==> src/rtl/uart_pkg.sv <==
// Shared constants for the UART receive controller: register map, bit positions
// and the idle-timeout state encoding.
package uart_pkg;

    localparam logic [1:0] REG_DATA   = 2'd0;
    localparam logic [1:0] REG_STATUS = 2'd1;
    localparam logic [1:0] REG_BAUD   = 2'd2;
    localparam logic [1:0] REG_CTRL   = 2'd3;

    localparam int DATA_PERR  = 8;
    localparam int DATA_VALID = 31;

    localparam int ST_NOT_EMPTY = 0;
    localparam int ST_FULL      = 1;
    localparam int ST_OVERRUN   = 2;
    localparam int ST_PARITY    = 3;
    localparam int ST_TIMEOUT   = 4;

    localparam int CTRL_PAR_EN  = 0;
    localparam int CTRL_PAR_ODD = 1;
    localparam int CTRL_IRQ_RX  = 2;
    localparam int CTRL_IRQ_ERR = 3;
    localparam int CTRL_IRQ_TO  = 4;
    localparam int CTRL_FLUSH   = 8;

    typedef enum logic [1:0] {
        TO_OFF   = 2'd0,
        TO_COUNT = 2'd1,
        TO_FIRED = 2'd2
    } to_state_e;

endpackage

==> src/rtl/uart_rx_fifo.sv <==
// Receive byte FIFO, 9 bits wide ({parity_err, byte}). Flush beats everything;
// a push into a full FIFO is accepted only when a pop happens in the same cycle.
module uart_rx_fifo #(
    parameter int DEPTH = 16,
    localparam int AW = (DEPTH > 1) ? $clog2(DEPTH) : 1
) (
    input  logic          CLK,
    input  logic          RESET,
    input  logic          FLUSH,
    input  logic          PUSH,
    input  logic          POP,
    input  logic [8:0]    DIN,
    output logic [8:0]    DOUT,
    output logic          EMPTY,
    output logic          FULL,
    output logic [AW:0]   COUNT
);

    logic [8:0]    mem_q [DEPTH];
    logic [AW-1:0] wr_ptr_q;
    logic [AW-1:0] rd_ptr_q;
    logic [AW:0]   count_q;
    logic          do_push;
    logic          do_pop;

    assign EMPTY   = (count_q == '0);
    assign FULL    = (count_q == (AW+1)'(DEPTH));
    assign COUNT   = count_q;
    assign DOUT    = mem_q[rd_ptr_q];
    assign do_pop  = POP & ~EMPTY;
    assign do_push = PUSH & (~FULL | do_pop);

    always_ff @(posedge CLK) begin
        if (RESET || FLUSH) begin
            wr_ptr_q <= '0;
            rd_ptr_q <= '0;
            count_q  <= '0;
        end else begin
            if (do_push) wr_ptr_q <= wr_ptr_q + 1'b1;
            if (do_pop)  rd_ptr_q <= rd_ptr_q + 1'b1;
            case ({do_push, do_pop})
                2'b10:   count_q <= count_q + 1'b1;
                2'b01:   count_q <= count_q - 1'b1;
                default: count_q <= count_q;
            endcase
        end
    end

    // Storage is not reset; the pointers alone define what is valid.
    always_ff @(posedge CLK) begin
        if (do_push && !FLUSH && !RESET) mem_q[wr_ptr_q] <= DIN;
    end

endmodule

==> src/rtl/uart_rx_ctrl.sv <==
// UART receive controller: configuration registers, receive FIFO, sticky status,
// idle-timeout detection and a level interrupt behind a 4-word register port.
module uart_rx_ctrl #(
    parameter int          DEPTH        = 16,
    parameter logic [15:0] DEF_BIT_TIME = 16'd434,
    parameter logic [7:0]  TIMEOUT_BITS = 8'd32
) (
    input  logic        CLK,
    input  logic        RESET,
    input  logic [7:0]  RX_DATA,
    input  logic        RX_EN,
    input  logic        RX_PERR,
    input  logic        RX_IDLE,
    output logic [15:0] BIT_TIME,
    output logic        PARITY_EN,
    output logic        PARITY_ODD,
    input  logic [1:0]  ADDR,
    input  logic        WE,
    input  logic        RE,
    input  logic [31:0] WDATA,
    output logic [31:0] RDATA,
    output logic        IRQ
);
    import uart_pkg::*;

    localparam int AW = (DEPTH > 1) ? $clog2(DEPTH) : 1;

    logic [8:0]  fifo_dout;
    logic        fifo_empty;
    logic        fifo_full;
    logic [AW:0] fifo_count;

    logic [15:0] bit_time_q;
    logic [4:0]  ctrl_q;
    logic        overrun_q, parity_q, timeout_q;
    logic [31:0] rdata_q;
    logic        irq_q;

    to_state_e   to_state_q, to_state_d;
    logic [15:0] presc_q, presc_d;
    logic [7:0]  bits_q, bits_d;
    logic        to_set;

    logic        rd_data, pop, wr_status, wr_baud, wr_ctrl, flush, kick;
    logic [8:0]  count9;
    logic [7:0]  count_field;
    logic [31:0] rd_mux;
    logic        unused_wdata;

    assign rd_data   = RE & (ADDR == REG_DATA);
    assign pop       = rd_data & ~fifo_empty;
    assign wr_status = WE & (ADDR == REG_STATUS);
    assign wr_baud   = WE & (ADDR == REG_BAUD);
    assign wr_ctrl   = WE & (ADDR == REG_CTRL);
    assign flush     = wr_ctrl & WDATA[CTRL_FLUSH];
    // Any of these restarts the idle measurement.
    assign kick      = RX_EN | pop | ~RX_IDLE | fifo_empty;

    assign unused_wdata = ^WDATA[31:16];

    uart_rx_fifo #(.DEPTH(DEPTH)) u_fifo (
        .CLK   (CLK),
        .RESET (RESET),
        .FLUSH (flush),
        .PUSH  (RX_EN),
        .POP   (pop),
        .DIN   ({RX_PERR, RX_DATA}),
        .DOUT  (fifo_dout),
        .EMPTY (fifo_empty),
        .FULL  (fifo_full),
        .COUNT (fifo_count)
    );

    assign count9      = 9'(fifo_count);
    assign count_field = count9[8] ? 8'hFF : count9[7:0];

    always_comb begin
        rd_mux = '0;
        case (ADDR)
            REG_DATA:   rd_mux = fifo_empty ? 32'd0 : {1'b1, 22'd0, fifo_dout};
            REG_STATUS: rd_mux = {16'd0, count_field, 3'd0, timeout_q, parity_q,
                                  overrun_q, fifo_full, ~fifo_empty};
            REG_BAUD:   rd_mux = {16'd0, bit_time_q};
            REG_CTRL:   rd_mux = {27'd0, ctrl_q};
            default:    rd_mux = '0;
        endcase
    end

    always_comb begin
        to_state_d = to_state_q;
        presc_d    = presc_q;
        bits_d     = bits_q;
        to_set     = 1'b0;
        case (to_state_q)
            TO_OFF: begin
                if (TIMEOUT_BITS != 8'd0 && !kick) to_state_d = TO_COUNT;
            end
            TO_COUNT: begin
                if (kick) begin
                    to_state_d = TO_OFF;
                    presc_d    = '0;
                    bits_d     = '0;
                end else if (presc_q == bit_time_q) begin
                    presc_d = '0;
                    bits_d  = bits_q + 8'd1;
                    if (bits_q + 8'd1 == TIMEOUT_BITS) begin
                        to_set     = 1'b1;
                        to_state_d = TO_FIRED;
                    end
                end else begin
                    presc_d = presc_q + 16'd1;
                end
            end
            TO_FIRED: begin
                if (kick) begin
                    to_state_d = TO_OFF;
                    presc_d    = '0;
                    bits_d     = '0;
                end
            end
            default: to_state_d = TO_OFF;
        endcase
    end

    // A sticky event in the same cycle as its write-1-to-clear wins.
    always_ff @(posedge CLK) begin
        if (RESET) begin
            bit_time_q <= DEF_BIT_TIME;
            ctrl_q     <= '0;
            overrun_q  <= 1'b0;
            parity_q   <= 1'b0;
            timeout_q  <= 1'b0;
            rdata_q    <= '0;
            irq_q      <= 1'b0;
            to_state_q <= TO_OFF;
            presc_q    <= '0;
            bits_q     <= '0;
        end else begin
            if (wr_baud) bit_time_q <= WDATA[15:0];
            if (wr_ctrl) ctrl_q <= WDATA[4:0];
            overrun_q <= (overrun_q & ~(wr_status & WDATA[ST_OVERRUN]))
                       | (RX_EN & fifo_full & ~pop & ~flush);
            parity_q  <= (parity_q & ~(wr_status & WDATA[ST_PARITY])) | (RX_EN & RX_PERR);
            timeout_q <= (timeout_q & ~(wr_status & WDATA[ST_TIMEOUT])) | to_set;
            if (RE) rdata_q <= rd_mux;
            irq_q <= (ctrl_q[CTRL_IRQ_RX] & ~fifo_empty)
                   | (ctrl_q[CTRL_IRQ_ERR] & (overrun_q | parity_q))
                   | (ctrl_q[CTRL_IRQ_TO] & timeout_q);
            to_state_q <= to_state_d;
            presc_q    <= presc_d;
            bits_q     <= bits_d;
        end
    end

    assign BIT_TIME   = bit_time_q;
    assign PARITY_EN  = ctrl_q[CTRL_PAR_EN];
    assign PARITY_ODD = ctrl_q[CTRL_PAR_ODD];
    assign RDATA      = rdata_q;
    assign IRQ        = irq_q;

endmodule

==> config.mk <==
export PLATFORM = sky130hd
export DESIGN_NAME = uart_rx_ctrl
export DESIGN_NICKNAME = d
export VERILOG_FILES = /design/src/rtl/uart_pkg.sv /design/src/rtl/uart_rx_fifo.sv /design/src/rtl/uart_rx_ctrl.sv
export SDC_FILE = /design/constraint.sdc
export NUM_CORES = 1
export LEC_CHECK = 0
export ABC_AREA = 1
export CAP_MARGIN = 0
export CORE_UTILIZATION = 49
export CTS_BUF_LIST = sky130_fd_sc_hd__clkbuf_4
export DETAILED_ROUTE_END_ITERATION = 12
export PLACE_DENSITY = 0.7
export RECOVER_POWER = 100
export SLEW_MARGIN = 10
export SYNTH_ARGS = -nofsm -noshare
export SYNTH_HDL_FRONTEND = slang
export SYNTH_HIERARCHICAL = 1
export SYNTH_SLANG_ARGS = --single-unit
==> constraint.sdc <==
create_clock -name CLK -period 2.9 [get_ports CLK]
set_input_delay 0.58 -clock CLK [delete_from_list [all_inputs] [get_ports CLK]]
set_output_delay 0.58 -clock CLK [all_outputs]
set_load 0.02 [all_outputs]
; Word level (Yosys, flattened, before mapping)
; Memories as Yosys holds them, arrays and structs flattened. A register that Yosys moved wholly into a read port is not among the register bits.
; Cells that the tools add are included.
[word_totals]
n_memories = 1
ram_bits = 144
register_bits = 96
input_bits = 49
out_inout_bits = 51
wordCells = 111
[classes]
n_addsub = 6
eq_ne = 14
n_bitwise = 39
reduce_logical = 13
muxes = 25
[mem_list]
columns = memory, depth, width, rd, rd_clocked_by_memory_dff, write_ports, line_no
row1 = u_fifo.mem_q, 16, 9, 1, 1, 1, uart_rx_fifo.sv:19  ; logic [8:0] mem_q [DEPTH];
[ops]
columns = operator, count
row1 = one-hot mux 32 bit (4 select lines), 1
row2 = two-way mux 16 bit, 3
row3 = two-way mux 32 bit, 1
row4 = one-hot mux 16 bit (2 select lines), 1
row5 = two-way mux 8 bit, 3
row6 = AND 1 bit, 21
row7 = "adder 16 x 1 -> 16 bit, second input constant", 1
row8 = equality test 16 bit, 1
row9 = one-hot mux 8 bit (2 select lines), 1
row10 = two-way mux 2 bit, 5
row11 = OR 1 bit, 10
row12 = one-hot mux 5 bit (2 select lines), 1
row13 = "adder 4 x 1 -> 4 bit, second input constant", 2
row14 = "adder 8 x 1 -> 8 bit, second input constant", 1
row15 = "equality test 2 bit, second input constant", 4
row16 = "equality test 8 x 6 -> 1 bit, second input constant", 1
row17 = two-way mux 4 bit, 2
row18 = inverter 1 bit, 8
row19 = "equality test 2 x 1 -> 1 bit, second input constant", 3
row20 = two-way mux 1 bit, 6
row21 = "!= test 3 bit, second input constant", 2
row22 = one-hot mux 2 bit (3 select lines), 1
row23 = "adder 5 x 1 -> 5 bit, second input constant", 1
row24 = "equality test 5 bit, second input constant", 1
row25 = other kinds (11), 16

; Logic depth before layout (Yosys ltp)
[logic_depth]
ltp_word = 10
mapped_depth = 17
ltp_nobuf = 17

; By module
; Netlist, hierarchy kept.
[by_module_without_submodules]
columns = module, n_inst, cells_per_inst, area_each_um2
row1 = uart_rx_fifo, 1, 591, 6856.6
row2 = uart_rx_ctrl, 1, 520, 3588.4

; Worst setup path after synthesis
; Ideal clock, no wire load.
[synth_timing]
path_type = input-to-reg
startpoint = input port ADDR[0]
endpoint = memory u_fifo.mem_q[15][0] (enable)
setup_slack_ns = 0.338
setup_time_ns = 0.387
arrival_ns = 2.175
required_ns = 2.513
stages = 7
path_buffers = 0
cell_sequence = nor3_4 nand2_2 inv_1 o21ai_4 nor2_2 inv_1 nor3_1
[synth_via]
elab_chain_len = 10
word_cells_on_any_way = 14
cone_classes = 1 x eq/ne / 2 x mux / 7 x bitwise / 4 x reduce/logical
[synth_rtl]
columns = element, line_no
row1 = from (decl), uart_rx_ctrl.sv:17  ; input logic [1:0] ADDR,
row2 = zero test 2 bit, uart_rx_ctrl.sv:50  ; assign rd_data = RE & (ADDR == REG_DATA);
row3 = AND 1 bit, uart_rx_ctrl.sv:50
row4 = AND 1 bit, uart_rx_ctrl.sv:51  ; assign pop = rd_data & ~fifo_empty;
row5 = net pop, uart_rx_ctrl.sv:44  ; logic rd_data, pop, wr_status, wr_baud, wr_ctrl, flush, kick;
row6 = AND 1 bit, uart_rx_fifo.sv:30  ; assign do_pop = POP & ~EMPTY;
row7 = OR 1 bit, uart_rx_fifo.sv:31  ; assign do_push = PUSH & (~FULL | do_pop);
row8 = AND 1 bit, uart_rx_fifo.sv:31
row9 = logical AND 1 bit (2 in series), uart_rx_fifo.sv:51  ; if (do_push && !FLUSH && !RESET) mem_q[wr_ptr_q] <= DIN;
row10 = two-way mux 1 bit, uart_rx_fifo.sv:51
row11 = two-way mux 1 bit (implied by the code), uart_rx_fifo.sv:51
row12 = to (decl), uart_rx_fifo.sv:19
; The timed path passes the listed nets, and every way through them passes these cells.

; Worst setup path in the final report
[layout_timing]
startpoint = register u_fifo.count_q[0] (netlist: u_fifo/COUNT[0])
endpoint = memory u_fifo.mem_q[2][2] (enable)
[layout_via]
elab_chain_len = 10
word_cells_on_any_way = 12
cone_classes = 1 x eq/ne / 2 x mux / 6 x bitwise / 3 x reduce/logical
[layout_rtl]
columns = element, line_no
row1 = from (decl), uart_rx_fifo.sv:22  ; logic [AW:0] count_q;
row2 = from (signal assigned), uart_rx_fifo.sv:42  ; 2'b10: count_q <= count_q + 1'b1;
row3 = from (signal assigned), uart_rx_fifo.sv:43  ; 2'b01: count_q <= count_q - 1'b1;
row4 = from (signal assigned), uart_rx_fifo.sv:44  ; default: count_q <= count_q;
row5 = zero test 5 bit, uart_rx_fifo.sv:26  ; assign EMPTY = (count_q == '0);
row6 = net fifo_empty, uart_rx_ctrl.sv:29  ; logic fifo_empty;
row7 = inverter 1 bit, uart_rx_ctrl.sv:51
row8 = AND 1 bit, uart_rx_ctrl.sv:51
row9 = net pop, uart_rx_ctrl.sv:44
row10 = AND 1 bit, uart_rx_fifo.sv:30
row11 = OR 1 bit, uart_rx_fifo.sv:31
row12 = AND 1 bit, uart_rx_fifo.sv:31
row13 = logical AND 1 bit (2 in series), uart_rx_fifo.sv:51
row14 = two-way mux 1 bit, uart_rx_fifo.sv:51
row15 = two-way mux 1 bit (implied by the code), uart_rx_fifo.sv:51
; The timed path passes the listed nets, and every way through them passes these cells.

==> qor.csv <==
metric;value;unit
slowest_delay;0.42;ns
min_period;2.59;ns
r2r_slack;0.31;ns
grt.total_usage;22.6;%
start_util;49.8;%
rr_endpoint;u_fifo/mem_q[2][2]$_DFFE_PP_;
cap_violations;0;
post_drt_wl_per_cell;15.7;um
worstPathArrival;2.97;ns
crit_chain;nor2_1 -> nand3_1 -> inv_1 -> nor3_4 -> nand2_2 -> inv_1 -> buf_4 -> o21ai_4 -> nor2_2 -> nand2_1 -> nor2_1 -> clkbuf_2;
tightest_slew;0.915;ns
die_w;148;um
p_per_area;569;nW/um2
fin_cells;1555;
final_hold_viol_count;0;
place_area;11500;um2
setup_viol;0;
fin_skew;0.0631;ns
antenna_left;0;
critical_path.top_delay_family;simple AND/OR/NAND/NOR gates;
grt_start_max_net_pins;73;
min-delay-start;WDATA[7];
vdd_ir_drop_max;0.413;mV
rsz0062_at_grt;no;
setup_tns;0;ns
syn_area_per_cell;9.40;um2
via_per_inst;5.18;
max_freq;385;MHz
crit_type;flop to flop;
cp_num_cells;12;
syn_to_final_growth;16.4;%
yosysSeqAreaShare;57.7;%
num-nets-final;1293;
fillCellCount;1842;
core;21000;um2
crit_path_max_fanout;9;
synth.cell_area;10400;um2
vias;8051;
clk_pin_slew;0.08;ns
path_buf_inv;4;
ff_latch_area;6030;um2
placed_cells;1445;
dieArea;21900;um2
leakagePower;4.74;nW
dp_hpwl;16300;um
crit_slowest_cell;dfxtp_1;
hp-class;input port to flop;
rows;53;
relSlewSlack;39.0;%
hold_buffers;0;
cp-end-kind;flop;
synth_area_leaders;edfxtp_1 41%, dfxtp_1 16%, nand2_1 7.0%;
synth_top_area_share;41.4;%
reg2reg_from;u_fifo/COUNT[0]$_SDFFE_PP0P_;
worstSetupStartpointType;flop;
cp-endpoint;u_fifo/mem_q[2][2]$_DFFE_PP_;
cts_buffer_depth;3;
whs_path_depth;3;
cts.repair.resized;0;
fin_crit_sh;89.5;%
ys_ff_latch;229;
drt_iter0_drc;537;
yosysWarnings;6;
grt.overflow.total;0;
multiInputGateArea;3470;um2
cts_root_buf;clkbuf_4;
first_pass_iters;5;
drcViolationCount;0;
layout_commonest_cell;nand2_1;
io_buffer_count;68;
grt_pass1_wl;38500;um
synth_area_leader_cell;edfxtp_1;
synth_edf_count;144;
antenna_found_initial;1;
place.gp.congestion;0.863;
rr_worst_depth;12;
grt_pass1_vias;7596;
drive_above_1_share;12.7;%
mostFrequentLayoutCells;198 x nand2_1, 146 x inv_1, 144 x edfxtp_1;
clock_tree.htree_level_count;2;
startpoint;u_fifo/COUNT[0]$_SDFFE_PP0P_;
syn-instance-count;1111;
clock_latency;0.73;ns
drt_wl_total;24400;um
fin_area;12200;um2
die_h;148;um
cts_tree;done;
synth_ff_type;edfxtp_1;
cp.required;3.28;ns
ios;100;
cts_setup_buffers;0;
cts_buffers;60;
async_flop_share;0;%
slew_violations;0;
status;finished clean;
clock-sinks;229;
yosys.cell_types.count;48;
[routing by layer]
metal  part of all wire, %  GRT usage (%)
met2                    49           37.0
met3                   5.0           3.80
met4                   3.4           10.6
met5                     0              0
met1                    43           29.2
[worst min path at each step]
| stage | endpoint | slack (ns) |
|---|---|---|
| 5_1_grt | BIT_TIME[13]$_SDFFE_PP0P_ | 0.38 |
| 3_5_place_dp | bits_q[7]$_SDFFE_PP0P_ | 0.46 |
| 3_3_place_gp | bits_q[7]$_SDFFE_PP0P_ | 0.45 |
| 4_1_cts | BIT_TIME[13]$_SDFFE_PP0P_ | 0.37 |
| 6_report | BIT_TIME[7]$_SDFFE_PP1P_ | 0.41 |
| 2_1_floorplan | ctrl_q[3]$_SDFFE_PP0P_ | 0.44 |
[cell families (layout without fill, tap and decap cells)]
group | Yosys count | in the layout | synth area share [%]
xor gates and xnor gates | 10 | 10 | 0.839
AOI/OAI and AO/OA | 248 | 248 | 13.6
DFF | 229 | 229 | 57.7
other | 1 | 17 | 0.0359
buffers and inverters | 218 | 371 | 9.24
adders and majority gates | 12 | 12 | 1.51
and+or+nand+nor | 393 | 393 | 17.1
[sequential cells by signal (all words and copies together), names as in the netlist, 2 cells and up, named ones only]
register,flops
bits_q,8
u_fifo/wr_ptr_q,4
ctrl_q,5
u_fifo/mem_q,144
u_fifo/COUNT,5
u_fifo/rd_ptr_q,4
BIT_TIME,16
to_state_q,2
presc_q,16
RDATA,17
[where the power goes]
group | total [mW] | switching (mW) | leakage, nW | internal [mW]
clock network | 2.75 | 1.33 | 0.453 | 1.41
registers | 3.57 | 0.0533 | 1.99 | 3.52
logic | 0.594 | 0.390 | 2.30 | 0.205
total | 6.91 | 1.77 | 4.74 | 5.14
[synth_stat cells (10+ instances only)]
master,number
a21oi_1,101
buf_2,15
buf_4,17
clkbuf_1,19
dfxtp_1,85
edfxtp_1,144
ha_1,11
inv_1,145
nand2_1,196
nand3_1,91
nor2_1,62
nor2_2,10
o211ai_1,41
o21ai_0,80
[tightest hold or removal path, stage by stage]
cell and delay [ns]:
clkdlybuf4s50_1 0.40, nand2_1 0.06, nand3_1 0.06
[stage by stage]
| stage | hold slack [ns] | setup slack [ns] | util (%) | power [mW] |
|---|---|---|---|---|
| after floorplan | 0.441 | 0.338 | - | 4.01 |
| after global placement | 0.453 | 0.126 | 54.8 | 4.25 |
| after detailed placement | 0.462 | 0.0954 | 54.8 | 4.26 |
| after CTS | 0.373 | 0.403 | 58.4 | 7.02 |
| after global routing | 0.381 | 0.134 | 58.0 | 7.22 |
| final | 0.413 | 0.305 | 58.0 | 6.91 |
[area by class of cell]
cell class,count,share of cell area (%)
Sequential cell,229,49.6
Multi-Input combinational cell,678,28.5
Timing Repair Buffer,105,7.78
Clock buffer,89,5.50
Inverter,158,4.91
Tap cell,275,2.83
Clock inverter,19,0.782
Antenna cell,2,0.0412
Note: power is estimated with default switching activity, not from simulation.
